--- src/rtl/dmem_lsu_pkg.sv ---
// Shared encodings for the data-memory load/store unit: access sizes, FSM states,
// the registered request payload and the alignment rule.
package dmem_lsu_pkg;

    localparam logic [1:0] SIZE_B = 2'b00;
    localparam logic [1:0] SIZE_H = 2'b01;
    localparam logic [1:0] SIZE_W = 2'b10;
    localparam int unsigned F3_UNSIGNED_BIT = 2;

    typedef enum logic [1:0] {
        ST_IDLE = 2'd0,
        ST_REQ  = 2'd1,
        ST_RESP = 2'd2
    } state_t;

    typedef struct packed {
        logic       is_store;
        logic [2:0] funct3;
        logic [1:0] pos;
    } req_t;

    // Size 11 falls into the word rule.
    function automatic logic misaligned(input logic [2:0] funct3, input logic [1:0] pos);
        case (funct3[1:0])
            SIZE_B:  return 1'b0;
            SIZE_H:  return pos[0];
            default: return pos != 2'b00;
        endcase
    endfunction

endpackage

--- src/rtl/dmem_lsu_load_extend.sv ---
// Combinational load-data alignment: shift the read word down to the accessed lane,
// truncate to the access size and sign- or zero-extend to 32 bits.
module load_extend
    import dmem_lsu_pkg::*;
(
    input  logic [31:0] rdata,
    input  logic [1:0]  pos,
    input  logic [2:0]  funct3,
    output logic [31:0] result
);

    logic [31:0] shifted;
    logic        is_unsigned;

    always_comb begin
        shifted     = rdata >> {pos, 3'b000};
        is_unsigned = funct3[F3_UNSIGNED_BIT];
        case (funct3[1:0])
            SIZE_B:  result = is_unsigned ? {24'd0, shifted[7:0]}
                                          : {{24{shifted[7]}}, shifted[7:0]};
            SIZE_H:  result = is_unsigned ? {16'd0, shifted[15:0]}
                                          : {{16{shifted[15]}}, shifted[15:0]};
            default: result = shifted;
        endcase
    end

endmodule

--- src/rtl/dmem_lsu.sv ---
// Load/store sequencer: accepts one request from execute, runs a req/ack bus
// transaction (or faults on misalignment/timeout) and returns one registered result.
module dmem_lsu
    import dmem_lsu_pkg::*;
#(
    parameter int unsigned TIMEOUT_CYCLES = 16
) (
    input  logic        clk,
    input  logic        rst,
    input  logic        in_valid,
    output logic        in_ready,
    input  logic        in_is_store,
    input  logic [2:0]  in_funct3,
    input  logic [31:0] in_addr,
    input  logic [31:0] in_wdata,
    input  logic [3:0]  in_mask,
    output logic        mem_req,
    output logic        mem_we,
    output logic [31:0] mem_addr,
    output logic [3:0]  mem_wmask,
    output logic [31:0] mem_wdata,
    input  logic        mem_ack,
    input  logic [31:0] mem_rdata,
    output logic        out_valid,
    output logic [31:0] out_rdata,
    output logic        out_fault
);

    localparam int unsigned CNT_W = (TIMEOUT_CYCLES > 1) ? $clog2(TIMEOUT_CYCLES) : 1;

    state_t            state, state_next;
    logic [CNT_W-1:0]  cnt, cnt_next;
    req_t              req, req_next;
    logic [31:0]       mem_addr_next, mem_wdata_next;
    logic [3:0]        mem_wmask_next;
    logic              mem_we_next;
    logic              out_fault_next;
    logic [31:0]       out_rdata_next;
    logic              accept_c, misalign_c, expire_c;
    logic [31:0]       ext_c;

    load_extend u_load_extend (
        .rdata  (mem_rdata),
        .pos    (req.pos),
        .funct3 (req.funct3),
        .result (ext_c)
    );

    // Next-state and next-register values.
    always_comb begin
        state_next     = state;
        cnt_next       = '0;
        req_next       = req;
        mem_addr_next  = mem_addr;
        mem_wdata_next = mem_wdata;
        mem_wmask_next = mem_wmask;
        mem_we_next    = mem_we;
        out_fault_next = 1'b0;
        out_rdata_next = '0;
        accept_c       = in_valid & in_ready;
        misalign_c     = misaligned(in_funct3, in_addr[1:0]);
        expire_c       = (cnt == CNT_W'(TIMEOUT_CYCLES - 1));

        case (state)
            ST_IDLE: begin
                if (accept_c) begin
                    req_next.is_store = in_is_store;
                    req_next.funct3   = in_funct3;
                    req_next.pos      = in_addr[1:0];
                    if (misalign_c) begin
                        state_next     = ST_RESP;
                        out_fault_next = 1'b1;
                    end else begin
                        state_next     = ST_REQ;
                        mem_addr_next  = {in_addr[31:2], 2'b00};
                        mem_wdata_next = in_wdata << {in_addr[1:0], 3'b000};
                        mem_wmask_next = in_is_store ? in_mask : 4'b0000;
                        mem_we_next    = in_is_store;
                    end
                end
            end
            ST_REQ: begin
                // An ack in the expiry cycle takes priority over the timeout.
                if (mem_ack) begin
                    state_next     = ST_RESP;
                    mem_we_next    = 1'b0;
                    mem_wmask_next = 4'b0000;
                    out_rdata_next = req.is_store ? 32'd0 : ext_c;
                end else if (expire_c) begin
                    state_next     = ST_RESP;
                    mem_we_next    = 1'b0;
                    mem_wmask_next = 4'b0000;
                    out_fault_next = 1'b1;
                end else begin
                    cnt_next = cnt + CNT_W'(1);
                end
            end
            ST_RESP: begin
                state_next = ST_IDLE;
            end
            default: begin
                state_next = ST_IDLE;
            end
        endcase
    end

    always_ff @(posedge clk) begin
        if (rst) begin
            state     <= ST_IDLE;
            cnt       <= '0;
            req       <= '0;
            in_ready  <= 1'b1;
            mem_req   <= 1'b0;
            mem_we    <= 1'b0;
            mem_addr  <= '0;
            mem_wmask <= 4'b0000;
            mem_wdata <= '0;
            out_valid <= 1'b0;
            out_fault <= 1'b0;
            out_rdata <= '0;
        end else begin
            state     <= state_next;
            cnt       <= cnt_next;
            req       <= req_next;
            in_ready  <= (state_next == ST_IDLE);
            mem_req   <= (state_next == ST_REQ);
            mem_we    <= mem_we_next;
            mem_addr  <= mem_addr_next;
            mem_wmask <= mem_wmask_next;
            mem_wdata <= mem_wdata_next;
            out_valid <= (state_next == ST_RESP);
            out_fault <= out_fault_next;
            out_rdata <= out_rdata_next;
        end
    end

endmodule
--- config.mk ---
export PLATFORM = sky130hd
export DESIGN_NAME = dmem_lsu
export DESIGN_NICKNAME = d
export VERILOG_FILES = /design/src/rtl/dmem_lsu_pkg.sv /design/src/rtl/dmem_lsu_load_extend.sv /design/src/rtl/dmem_lsu.sv
export SDC_FILE = /design/constraint.sdc
export NUM_CORES = 1
export LEC_CHECK = 0
export CAP_MARGIN = 5
export CORE_UTILIZATION = 30
export CTS_CLUSTER_DIAMETER = 80
export DETAILED_ROUTE_END_ITERATION = 6
export DONT_BUFFER_PORTS = 1
export GPL_ROUTABILITY_DRIVEN = 0
export GPL_TIMING_DRIVEN = 0
export PLACE_DENSITY_LB_ADDON = 0.2
export RECOVER_POWER = 100
export REMOVE_ABC_BUFFERS = 1
export SYNTH_ARGS = -nofsm -noshare
export SYNTH_HDL_FRONTEND = slang
export SYNTH_SLANG_ARGS = --single-unit
--- constraint.sdc ---
create_clock -name clk -period 1.9 [get_ports clk]
set_input_delay 0.475 -clock clk [delete_from_list [all_inputs] [get_ports clk]]
set_output_delay 0.475 -clock clk [all_outputs]
set_load 0.02 [all_outputs]
# Word-level counts from Yosys, hierarchy flattened
# Index checks and enable logic that the tools add are counted.
classes:
  n_addsub: 1
  eq_ne: 9
  shift: 2
  n_mux: 25
  bitwise: 4
  n_reduce_logical: 11
ops:
  columns: ["operator", "n"]
  rows:
  - ["$mux 32", 2]
  - ["$pmux 32 s2", 1]
  - ["$shl 32x5->32", 1]
  - ["$shr 32x5->32", 1]
  - ["$mux 4", 5]
  - ["$eq 2x1->1 const B", 4]
  - ["$logic_not 2->1", 4]
  - ["$mux 1", 8]
  - ["$mux 2", 4]
  - ["$pmux 4 s2", 1]
  - ["$reduce_or 4->1", 2]
  - ["$pmux 1 s2", 3]
  - ["$add 4x1->4 const B", 1]
  - ["$eq 4x4->1 const B", 1]
  - ["$ne 2x2->1 const B", 2]
  - ["$pmux 2 s2", 1]
  - ["$reduce_and 4->1", 1]
  - ["$reduce_bool 2->1", 2]
  - ["$ne 3x3->1 const B", 1]
  - ["$not 1->1", 3]
  - ["$reduce_and 3->1", 1]
  - ["$eq 2x2->1 const B", 1]
  - ["$reduce_and 2->1", 1]
  - ["$and 1x1->1", 1]
word_totals:
  ff_bits: 115
  inputBits: 108
  out_inout_bits: 105
  elab_cells: 66

# Depth between registers and ports, before layout
logic_depth:
  ltp_word: 6
  mapped_depth: 7
  ltp_nobuf: 5

# By module
# A second synthesis with hierarchy kept.
hier_totals:
  cells_unflattened: 590
  hier_area_um2: 5499.0
modules_own_cells:
  columns: ["mod", "instances", "cells_per_inst", "area_each_um2", "seq_area_each_um2"]
  rows:
  - ["dmem_lsu", 1, 487, 4730.8, 2302.2]
  - ["load_extend", 1, 103, 768.2, 0.0]

# Worst setup path before layout
# No wires, ideal clock.
synth_timing:
  path_type: "input to register"
  from: "in in_addr[0]"
  to: "reg mem_wdata[31]"
  setup_ps: 132
  arrival_time_ps: 1530
  t_required_ps: 1768
  setup_slack_ps: 237
  stages: 7
  path_buffers: 3
  path_cell_list: "buf_2 o21ai_0 and3_1 buf_4 buf_4 o211ai_1 a21oi_1"
synth_via:
  elab_chain_len: 4
  elab_cells_between_ends: 5
  cone_classes: "shift: 1; mux: 1; bitwise: 1; reduce/logical: 2"
synth_lines:
  columns: ["element", "line", "source"]
  rows:
  - ["start, declared", "dmem_lsu.sv:14", "input logic [31:0] in_addr,"]
  - ["branches (longest 4 deep; another with $shl 32x5->32)", null, null]
  - ["end signal, assigned", "dmem_lsu.sv:130", "mem_wdata <= mem_wdata_next;"]
  - ["end, declared", "dmem_lsu.sv:21", "output logic [31:0] mem_wdata,"]
# Parallel ways; which one is timed is not known.
# A chain may end at the register's enable or synchronous reset.

# Worst setup path in the final report
layout_timing:
  from: "reg req[0] (netlist name)"
  to: "reg out_rdata[21]"
layout_via:
  elab_chain_len: 3
  elab_cells_between_ends: 4
  cone_classes: "shift: 1; mux: 3"
layout_lines:
  columns: ["element", "line", "source"]
  rows:
  - ["start, declared", "dmem_lsu.sv:33", "req_t req, req_next;"]
  - ["start signal, assigned", "dmem_lsu.sv:124", "req <= req_next;"]
  - ["$shr 32x5->32 (*)", "dmem_lsu_load_extend.sv:16", "shifted = rdata >> {pos, 3'b000};"]
  - ["$mux 32 (on tied branches)", "dmem_lsu_load_extend.sv:21, dmem_lsu_load_extend.sv:19", null]
  - ["$pmux 32 s2 (*)", "dmem_lsu_load_extend.sv:18", "case (funct3[1:0])"]
  - ["end signal, assigned", "dmem_lsu.sv:133", "out_rdata <= out_rdata_next;"]
  - ["end, declared", "dmem_lsu.sv:25", "output logic [31:0] out_rdata,"]
# Mark *: on every way between the ends. The rest lies on a longest branch, timed or not.

==> metrics.csv <==
metric;value;unit
synth_edf_count;0;
n_fill_cell;1586;
ctsRootBufferMaster;clkbuf_16;
fp.dieH;127;um
numPortBuffers;0;
slew_violations;0;
grt_pass1_wl;20200;um
grt-ovfl-total;0;
clock_skew;0.0120;ns
first_global_vias;3649;
ant_nets;0;
setup_viol;0;
required;2.22;ns
fmax;561;MHz
hold_path_class;input pin to flop;
p_total;6310;uW
netlist_instances;532;
p_leak;0.00198;uW
synth_cell_types;45;
antennaDiodeCount;0;
first_pass_iters;4;
routed_wl;13300;um
status;complete, no violations;
synth_seq_cells;115;
rows;45;
first_iter_violations;172;
dp_hpwl;8630;um
p_per_area;1150;mW/mm^2
cts_made_buffers;17;
grtUsageTotal;16.5;%
drcViolationCount;0;
die-area;0.0162;sq mm
insertion_delay;0.42;ns
drt-wirelength-per-cell;17.9;um
synthFlopType;dfxtp_1;
initial_core_util;30.8;%
fin_cells;743;
peakVddDrop;0.000570;V
ios;213;
htree_levels;4;
fin_crit;1.78;ns
antenna_found_initial;0;
final_util;36.0;%
start_kind;flop;
dp_cells;704;
synthToLayoutAreaGrowth;16.9;%
clock_sinks;115;
avgSynthCellArea;8.85;sq um
synthesis.area;0.00471;sq mm
die_w;127;um
worstMarginPinSlew;0.807;ns
cp.arrival;2.11;ns
min_period_over_period;93.9;%
final_nets;628;
end_kind;flop;
viasPerCell;5.05;
path_class;flop to flop;
path_clk_slew;0.06;ns
synthArstFlopShare;0;%
crit_fanout;18;
grt_start_max_net_pins;61;
whs;0.127;ns
drive_gt1_share;13.5;%
maxCapViolCount;0;
cts_tree;done;
yosys_warnings;0;
synth-seq-area-share;48.9;%
slew_headroom;46.1;%
vias;3751;
setup_tns;0;ns
final-hold-violation-count;0;
core;0.0153;sq mm
clockBufferDepth;2;
## flip-flops by register name, indices dropped and copies added (netlist names)
signal     flops
req            6
out_fault      1
mem_addr      30
cnt            4
mem_req        1
out_valid      1
mem_we         1
out_rdata     32
in_ready       1
state          2
mem_wmask      4
mem_wdata     32
## synthesized netlist by cell type, types with 2 or more instances
cell type  instances  share of area [%]
o211ai_1           8                1.3
mux2_2             9                2.2
a22o_1            12                2.2
nor2b_1           10                1.3
nor3_1             8               0.85
buf_6              2               0.48
dfxtp_1          115                 49
and2_1             7               0.93
clkbuf_1          13                1.0
a211oi_1          21                3.3
or2_2              2               0.27
nand3_1            3               0.32
a21oi_2            8                1.5
or3_1              3               0.40
inv_1              2               0.16
a21oi_1           46                4.9
buf_4              7                1.1
buf_2             16                1.7
a21boi_0           3               0.48
mux2i_1           33                7.0
buf_1              3               0.24
nor2_1            33                2.6
nand2_1          119                9.5
nand2b_1           5               0.66
o21ai_0           24                2.6
## routing by layer
metal	up-vias	track usage [%]	routed length, um
li1	1813	-	-
met5	-	0	0
met3	10	9.21	1510
met1	1757	17.8	5320
met4	0	5.95	129
met2	171	27.0	6320
## through the flow
| stage | instance area [sq um] | worst slack, ns |
|---|---|---|
| final | 5500 | 0.116 |
| after global routing | 5500 | -0.00766 |
| after CTS | 5480 | 0.0266 |
| after detailed placement | 4790 | -1.04 |
| after global placement | 4760 | -1.55 |
| after floorplan | 4500 | -0.559 |
## critical path: stages, from the launching register on
cell       delay, ns
dfxtp_4         0.54
mux2i_1         0.17
a311oi_1        0.43
o2111ai_4       0.35
o21ai_0         0.20
## cells in the final DEF, fill, tap and decap left out, drive strengths merged, types with 4 or more instances in the layout
master / instances
dfxtp: 115
nand3: 4
a21oi: 54
nor2b: 10
nand2: 119
clkinv: 5
o21ai: 24
a211oi: 22
nor3: 8
inv: 4
nand2b: 5
mux2i: 33
o211ai: 8
nor2: 33
clkbuf: 20
clkinvlp: 5
a22o: 12
mux2: 9
and2: 7
buf: 5
## area by class of cell
class	instances	area, sq um	area share [%]
inverter	2	7.51	0.136
clock inverter	13	129	2.34
clock buffer	19	453	8.23
sequential	115	2310	42.0
timing repair buffer	6	70.1	1.27
tap	211	264	4.80
multi-input combinational	377	2270	41.2
## where the power goes
part	internal (uW)	leakage, uW	switching [uW]
clock network	1880	0.000268	1210
logic	205	0.000780	280
registers	2520	0.000935	208
## worst paths after layout
| path | from | end | slack (ns) | depth (start not counted) |
|---|---|---|---|---|
| setup / recovery | req[0]$_SDFFE_PP0P_ | out_rdata[21]$_SDFF_PP0_ | 0.12 | 4 |
| hold / removal | rst | mem_wdata[28]$_SDFFE_PP0P_ | 0.13 | 1 |
| setup reg to reg | req[0]$_SDFFE_PP0P_ | out_rdata[21]$_SDFF_PP0_ | 0.12 | 4 |
| hold reg to reg | req[5]$_SDFFE_PP0P_ | req[5]$_SDFFE_PP0P_ | 0.44 | 2 |
## cells by family after synthesis
family	Yosys count	share of synthesized area, %
and+or+nand+nor	198	18.7
DFF	115	48.9
muxes	42	9.17
other	1	0.0797
AOI/OAI and AO/OA	130	17.8
buffers and inverters	43	4.73
xor gates and xnor gates	2	0.372
adders and majority gates	1	0.266
## timing repair
item                       CTS  global route
resized for setup           12             5
pin swaps                    1             2
setup buffers                4             1
setup endpoints to repair   93            20
hold buffers                 0             0
cloned                       2             0
No activity file was read; power rests on OpenSTA's default activity.
